$ cat src/rtl/spi_3wire_responder_if.sv
// Pin and register-bank bundle for the 3-wire SPI responder.
// reg_wr_en / reg_rd_en are single-cycle strobes with no back-pressure; reg_rdata must be valid the cycle after reg_rd_en.
`timescale 1ns/1ps
interface spi_3wire_responder_if #(
  parameter int ADDR_W = 10
);
  logic              spi_csn;
  logic              spi_clk;
  logic              spi_sdio_i;
  logic              spi_sdio_o;
  logic              spi_sdio_oe;
  logic [ADDR_W-1:0] reg_addr;
  logic              reg_wr_en;
  logic [7:0]        reg_wdata;
  logic              reg_rd_en;
  logic [7:0]        reg_rdata;
  logic              busy;

  modport master (
    output spi_csn, spi_clk, spi_sdio_i, reg_rdata,
    input  spi_sdio_o, spi_sdio_oe, reg_addr, reg_wr_en, reg_wdata, reg_rd_en, busy
  );

  modport slave (
    input  spi_csn, spi_clk, spi_sdio_i, reg_rdata,
    output spi_sdio_o, spi_sdio_oe, reg_addr, reg_wr_en, reg_wdata, reg_rd_en, busy
  );
endinterface

$ cat src/rtl/spi_3wire_responder.sv
// 3-wire SPI responder: oversampled csn/clk/sdio, 16-bit instruction, byte-wide register-bank port.
// Build option SPI_RESP_STREAM_EN: unlimited data bytes per frame with address auto-increment.
`timescale 1ns/1ps
module spi_3wire_responder #(
  parameter int ADDR_W      = 10,
  parameter int SYNC_STAGES = 2
) (
  input  logic                 clk,
  input  logic                 reset_n,
  spi_3wire_responder_if.slave bus,
  output logic [2:0]           state_o
);

  typedef enum logic [2:0] {
    S_IDLE  = 3'd0,
    S_INSTR = 3'd1,
    S_WDATA = 3'd2,
    S_RDATA = 3'd3,
    S_HOLD  = 3'd4
  } state_t;

  logic [SYNC_STAGES-1:0] csn_sync_q;
  logic [SYNC_STAGES-1:0] sclk_sync_q;
  logic [SYNC_STAGES-1:0] sdio_sync_q;
  logic                   csn_prev_q;
  logic                   sclk_prev_q;
  logic                   csn_s;
  logic                   sclk_s;
  logic                   sdio_s;
  logic                   csn_fall;
  logic                   sclk_rise;
  logic                   sclk_fall;

  // csn synchronizer resets high so busy and csn_fall stay quiet out of reset
  always_ff @(posedge clk or negedge reset_n) begin
    if (!reset_n) begin
      csn_sync_q  <= '1;
      sclk_sync_q <= '0;
      sdio_sync_q <= '0;
      csn_prev_q  <= 1'b1;
      sclk_prev_q <= 1'b0;
    end else begin
      csn_sync_q  <= {csn_sync_q[SYNC_STAGES-2:0], bus.spi_csn};
      sclk_sync_q <= {sclk_sync_q[SYNC_STAGES-2:0], bus.spi_clk};
      sdio_sync_q <= {sdio_sync_q[SYNC_STAGES-2:0], bus.spi_sdio_i};
      csn_prev_q  <= csn_s;
      sclk_prev_q <= sclk_s;
    end
  end

  assign csn_s     = csn_sync_q[SYNC_STAGES-1];
  assign sclk_s    = sclk_sync_q[SYNC_STAGES-1];
  assign sdio_s    = sdio_sync_q[SYNC_STAGES-1];
  assign csn_fall  = csn_prev_q & ~csn_s;
  assign sclk_rise = sclk_s & ~sclk_prev_q;
  assign sclk_fall = ~sclk_s & sclk_prev_q;

  state_t            state_q;
  logic [4:0]        bit_cnt_q;
  logic [15:0]       shift_q;
  logic [ADDR_W-1:0] addr_q;
  logic              rnw_q;
  logic              wr_en_q;
  logic [7:0]        wdata_q;
  logic              rd_en_q;
  logic              cap_q;
  logic [7:0]        tx_q;
  logic              sdio_o_q;
  logic              oe_q;

  logic [15:0]       shift_d;
  logic [4:0]        bit_cnt_d;
  logic [ADDR_W-1:0] addr_inc_d;

  assign shift_d    = {shift_q[14:0], sdio_s};
  assign bit_cnt_d  = bit_cnt_q + 5'd1;
  assign addr_inc_d = addr_q + ADDR_W'(1);

  generate
    if (ADDR_W < 15) begin : g_addr_hi
      logic unused_addr_hi;
      assign unused_addr_hi = ^shift_d[14:ADDR_W];
    end
  endgenerate

  always_ff @(posedge clk or negedge reset_n) begin
    if (!reset_n) begin
      state_q   <= S_IDLE;
      bit_cnt_q <= '0;
      shift_q   <= '0;
      addr_q    <= '0;
      rnw_q     <= 1'b0;
      wr_en_q   <= 1'b0;
      wdata_q   <= '0;
      rd_en_q   <= 1'b0;
      cap_q     <= 1'b0;
      tx_q      <= '0;
      sdio_o_q  <= 1'b0;
      oe_q      <= 1'b0;
    end else begin
      wr_en_q <= 1'b0;
      rd_en_q <= 1'b0;
      cap_q   <= rd_en_q;
      // write address advances the cycle after its strobe
      if (wr_en_q) addr_q <= addr_inc_d;

      if (csn_s) begin
        // csn high aborts everything, including a strobe due this cycle
        state_q   <= S_IDLE;
        bit_cnt_q <= '0;
        shift_q   <= '0;
        rnw_q     <= 1'b0;
        cap_q     <= 1'b0;
        tx_q      <= '0;
        sdio_o_q  <= 1'b0;
        oe_q      <= 1'b0;
      end else begin
        case (state_q)
          S_IDLE: begin
            if (csn_fall) begin
              state_q   <= S_INSTR;
              bit_cnt_q <= '0;
              shift_q   <= '0;
            end
          end
          S_INSTR: begin
            if (sclk_rise) begin
              shift_q <= shift_d;
              if (bit_cnt_q == 5'd15) begin
                bit_cnt_q <= '0;
                addr_q    <= shift_d[ADDR_W-1:0];
                rnw_q     <= shift_d[15];
                if (shift_d[15]) begin
                  state_q <= S_RDATA;
                  rd_en_q <= 1'b1;
                end else begin
                  state_q <= S_WDATA;
                end
              end else begin
                bit_cnt_q <= bit_cnt_d;
              end
            end
          end
          S_WDATA: begin
            if (sclk_rise) begin
              shift_q <= shift_d;
              if (bit_cnt_q == 5'd7) begin
                bit_cnt_q <= '0;
                wr_en_q   <= 1'b1;
                wdata_q   <= shift_d[7:0];
`ifndef SPI_RESP_STREAM_EN
                state_q   <= S_HOLD;
`endif
              end else begin
                bit_cnt_q <= bit_cnt_d;
              end
            end
          end
          S_RDATA: begin
            if (sclk_rise) begin
              if (bit_cnt_q == 5'd7) begin
                bit_cnt_q <= '0;
`ifdef SPI_RESP_STREAM_EN
                addr_q    <= addr_inc_d;
                rd_en_q   <= 1'b1;
`else
                state_q   <= S_HOLD;
`endif
              end else begin
                bit_cnt_q <= bit_cnt_d;
              end
            end
            if (sclk_fall) begin
              oe_q     <= 1'b1;
              sdio_o_q <= tx_q[7];
              tx_q     <= {tx_q[6:0], 1'b0};
            end
            // load lands well before the next fall given spi_clk <= clk/8
            if (cap_q) tx_q <= bus.reg_rdata;
          end
          S_HOLD: begin
            if (sclk_fall && rnw_q) begin
              oe_q     <= 1'b1;
              sdio_o_q <= 1'b0;
            end
          end
          default: state_q <= S_IDLE;
        endcase
      end
    end
  end

  assign bus.spi_sdio_o  = sdio_o_q;
  assign bus.spi_sdio_oe = oe_q & ~csn_s;
  assign bus.reg_addr    = addr_q;
  assign bus.reg_wr_en   = wr_en_q;
  assign bus.reg_wdata   = wdata_q;
  assign bus.reg_rd_en   = rd_en_q;
  assign bus.busy        = ~csn_s;
  assign state_o         = state_q;

endmodule
$ cat src/flat_wrapper.sv
// flat-port wrapper written by rule: the top's interface ports become plain ports
module spi_3wire_responder_flat 
#(
  parameter int ADDR_W      = 10,
  parameter int SYNC_STAGES = 2
)
  (clk, reset_n, state_o, bus_spi_csn, bus_spi_clk, bus_spi_sdio_i, bus_reg_rdata, bus_spi_sdio_o, bus_spi_sdio_oe, bus_reg_addr, bus_reg_wr_en, bus_reg_wdata, bus_reg_rd_en, bus_busy);
  spi_3wire_responder_if #(.ADDR_W(ADDR_W)) bus_i ();
  input  logic clk;
  input  logic reset_n;
  output logic [2:0] state_o;
  input wire logic [$bits(bus_i.spi_csn)-1:0] bus_spi_csn;
  input wire logic [$bits(bus_i.spi_clk)-1:0] bus_spi_clk;
  input wire logic [$bits(bus_i.spi_sdio_i)-1:0] bus_spi_sdio_i;
  input wire logic [$bits(bus_i.reg_rdata)-1:0] bus_reg_rdata;
  output wire logic [$bits(bus_i.spi_sdio_o)-1:0] bus_spi_sdio_o;
  output wire logic [$bits(bus_i.spi_sdio_oe)-1:0] bus_spi_sdio_oe;
  output wire logic [$bits(bus_i.reg_addr)-1:0] bus_reg_addr;
  output wire logic [$bits(bus_i.reg_wr_en)-1:0] bus_reg_wr_en;
  output wire logic [$bits(bus_i.reg_wdata)-1:0] bus_reg_wdata;
  output wire logic [$bits(bus_i.reg_rd_en)-1:0] bus_reg_rd_en;
  output wire logic [$bits(bus_i.busy)-1:0] bus_busy;
  assign bus_i.spi_csn = bus_spi_csn;
  assign bus_i.spi_clk = bus_spi_clk;
  assign bus_i.spi_sdio_i = bus_spi_sdio_i;
  assign bus_i.reg_rdata = bus_reg_rdata;
  assign bus_spi_sdio_o = bus_i.spi_sdio_o;
  assign bus_spi_sdio_oe = bus_i.spi_sdio_oe;
  assign bus_reg_addr = bus_i.reg_addr;
  assign bus_reg_wr_en = bus_i.reg_wr_en;
  assign bus_reg_wdata = bus_i.reg_wdata;
  assign bus_reg_rd_en = bus_i.reg_rd_en;
  assign bus_busy = bus_i.busy;
  spi_3wire_responder #(.ADDR_W(ADDR_W), .SYNC_STAGES(SYNC_STAGES)) u_core (.clk(clk), .reset_n(reset_n), .bus(bus_i), .state_o(state_o));
endmodule
$ cat config.mk
export PLATFORM = sky130hd
export DESIGN_NAME = spi_3wire_responder_flat
export DESIGN_NICKNAME = d
export VERILOG_FILES = /design/src/rtl/spi_3wire_responder_if.sv /design/src/rtl/spi_3wire_responder.sv /design/src/flat_wrapper.sv
export SDC_FILE = /design/constraint.sdc
export NUM_CORES = 1
export LEC_CHECK = 0
export BUFFER_PORTS_ARGS = -buffer_cell sky130_fd_sc_hd__buf_2
export CAP_MARGIN = 20
export CORE_ASPECT_RATIO = 0.9
export CORE_MARGIN = 2
export CORE_UTILIZATION = 45
export CTS_CLUSTER_SIZE = 8
export DETAILED_ROUTE_END_ITERATION = 16
export HOLD_SLACK_MARGIN = 0.05
export PLACE_DENSITY = 0.71
export REMOVE_ABC_BUFFERS = 1
export SLEW_MARGIN = 20
export SYNTH_ARGS = -nofsm -noshare
export SYNTH_HDL_FRONTEND = slang
export SYNTH_SLANG_ARGS = --single-unit
$ cat constraint.sdc
create_clock -name clk -period 2.6 [get_ports clk]
set_input_delay 0.13 -clock clk [delete_from_list [all_inputs] [get_ports clk]]
set_output_delay 0.13 -clock clk [all_outputs]
set_load 0.02 [all_outputs]
==> run metrics <==
HPWL after DPL=3.66 mm; peak supply drop=0.274 mV; root buf cell=clkbuf_8; share of layout cells above drive strength 1=0.246; final hold violations=0; total CTS buffers=9; Max-cap violations=0; Pins Over Slew Limit=0; clock sink total=63; drt total wl=5.22 mm; initial antenna violation count=0; gr ovfl total=0; Arrival @ worst endpoint=2.44 ns; deepest clock path buffer count=2; Internal=1.38 mW; Vias=1948; status=finished clean; f_max=450 MHz; Post-synth EDFFs=0; switching power=408 uW; io pins=39; Finished Cell Area=3270 um^2; pwr dens=547 nW/um^2; initial core utilization=0.461; setup TNS=0 ns; WS Path Type=flip-flop to flip-flop; detailed-route DRC error count=0; nets=310; WL/cell=14.1 um; R2R setup slack=0.38 ns; # setup viols final=0; postcts setup bufs=0; I/O Buffers=38; Synth warnings=0; Die ar.=6870 um^2; Area Overhead vs Synth=16.7%; post-cts sizing count=0; Tot GR Track Use=0.167; clock skew=0.00690 ns; layout filler cell count=542; # rows=27; Die H=78.9 um; largest net degree at the start of global routing=24; Startpoint Class=flip-flop; initial drt markers=146; crit path max fanout=13; clk_lat worst skew=0.33 ns; max_slew headroom=0.620; DRT antenna net count=0; unrepaired setup endpoints after global routing=no; drt first pass iters=4; Core Box Area=6080 um^2; Worst setup EP type=flip-flop; synthesized cell area=2800 um^2; Die Wd=87.2 um; CP required=2.82 ns; synthesized flop and latch total=63; H-tree levels=3; Synth Flop Type=dfrtp_1; Hold Crit Class=input pin to flip-flop; number of library cell types mapped by synthesis=41; hold slack=0.137 ns; Post-DP Area=3060 um^2; Pleak=1.60 nW; Synth Instances=245; FFs w/ async S/R, synth=1.00; CTS tree=yes; CTS clock-pin slew for the worst setup and hold paths=0.06 ns; final worst-path cycle share=0.855; clock network fraction of design power=0.399; fin crit period=2.22 ns; combinational fraction of design power=0.041; final RePlAce weighted congestion=0.804; Reg power frac=0.560; Sw Share=0.228; n_diodes=0; CTS Hold Bufs=5; first-pass GRT wire length=8.78 mm; Avg Inst Size Synth=11.4 um^2; drt via density=5.28; vias in the first global route=1795; Slew @ Worst Pin=0.570 ns; register area share after synthesis=0.564
==> layout make-up <==
| class | instances | area [um^2] | area share |
|---|---|---|---|
| timing repair buffer | 49 | 285 | 0.0873 |
| clock inverter | 4 | 22.5 | 0.00689 |
| inverter | 12 | 45.0 | 0.0138 |
| tap | 72 | 90.1 | 0.0276 |
| sequential | 63 | 1580 | 0.483 |
| clock buffer | 11 | 141 | 0.0432 |
| multi-input combinational | 158 | 1100 | 0.338 |
==> state kept, by name, summed over array words and instances (netlist names), 2 cells and up <==
register and cells:
u_core.sclk_sync_q 2, u_core.bus.reg_wdata 8, u_core.state_o 3, u_core.bus.reg_addr 10, u_core.sdio_sync_q 2, u_core.csn_sync_q 2, u_core.shift_q 15, u_core.tx_q 8
u_core.bit_cnt_q 5
==> metal layers <==
metal	track usage	vias to the layer above	wire length, um
li1	-	961	-
met1	0.236	947	2580
met2	0.243	31	2370
met3	0.0509	9	189
met4	0.0600	0	71
met5	0	-	0
==> logic make-up (layout without fill, tap and decap cells) <==
| kind of cell | count (synthesis) | after routing | share of synthesized area |
|---|---|---|---|
| buffers and inverters | 24 | 76 | 0.0415 |
| and+or+nand+nor | 74 | 74 | 0.137 |
| AOI/OAI and AO/OA | 50 | 50 | 0.122 |
| muxes | 20 | 20 | 0.0862 |
| DFF | 63 | 63 | 0.564 |
| xor gates and xnor gates | 10 | 10 | 0.0313 |
| adders and majority gates | 4 | 4 | 0.0179 |
==> power by group through the flow <==
stage               registers (mW)  clock network (mW)  logic [mW]
floorplan                     1.02                   0      0.0232
global route                  1.00               0.784      0.0833
CTS                           1.00               0.742      0.0758
global placement              1.02                   0      0.0687
detailed placement            1.02                   0      0.0699
finish                        1.00               0.713      0.0737
==> through the flow <==
stage	util	instances	power, mW	setup WS [ns]
2_1_floorplan	-	233	1.04	0.573
3_3_place_gp	0.502	349	1.09	0.476
3_5_place_dp	0.502	349	1.09	0.384
4_1_cts	0.538	369	1.82	0.374
5_1_grt	0.538	369	1.87	0.185
6_report	0.538	369	1.79	0.378
==> final timing paths <==
| check | from | endpoint | cells after the start |
|---|---|---|---|
| min in group asynchronous | reset_n | u_core.bus.reg_addr[2] | 2 |
| min | bus_reg_rdata[6] | u_core.tx_q[6] | 3 |
| max | u_core.bit_cnt_q[0] | u_core.bus.reg_addr[6] | 9 |
| min reg2reg | u_core.sdio_sync_q[0] | u_core.sdio_sync_q[1] | 0 |
| max in group asynchronous | reset_n | u_core.csn_sync_q[1] | 3 |
| max reg2reg | u_core.bit_cnt_q[0] | u_core.bus.reg_addr[6] | 9 |
==> critical path, stage by stage (launching register included) <==
cell and delay, ns:
dfrtp_1 0.39, ha_1 0.23, nand3_1 0.12, inv_1 0.08, ha_1 0.16, nand2b_1 0.08
or4_1 0.65, buf_4 0.27, nor2_1 0.08, a21oi_1 0.05
==> Yosys cell counts (all sizes together) (6+ instances only) <==
cell    count  area share
dfrtp      60        0.54
nand3       7       0.014
nor2       26       0.035
mux2i      11       0.039
buf         7       0.019
a21oi      15       0.027
a211oi      7       0.019
inv        12       0.016
nand2      11       0.015
mux2        9       0.047
a22o       15       0.047
xnor2       6       0.019
nand2b      6       0.013
==> placed cells by master, fill, tap and decap left out, types with 2 or more instances in the layout <==
cell,count
a211oi_1,7
a21oi_1,15
a22o_1,15
a31oi_1,3
buf_2,38
buf_4,6
clkbuf_8,10
clkinv_2,3
dfrtp_1,60
dfstp_2,3
dlygate4sd3_1,5
ha_1,4
inv_1,12
mux2_4,8
mux2i_1,11
nand2_1,11
nand2b_1,6
nand3_1,6
nand4_1,4
nor2_1,26
nor2b_1,5
nor3_1,3
o21a_1,2
o21ai_0,4
o22ai_1,2
or3_1,2
xnor2_1,6
xor2_1,4
No activity file was read; power rests on OpenSTA's default activity.
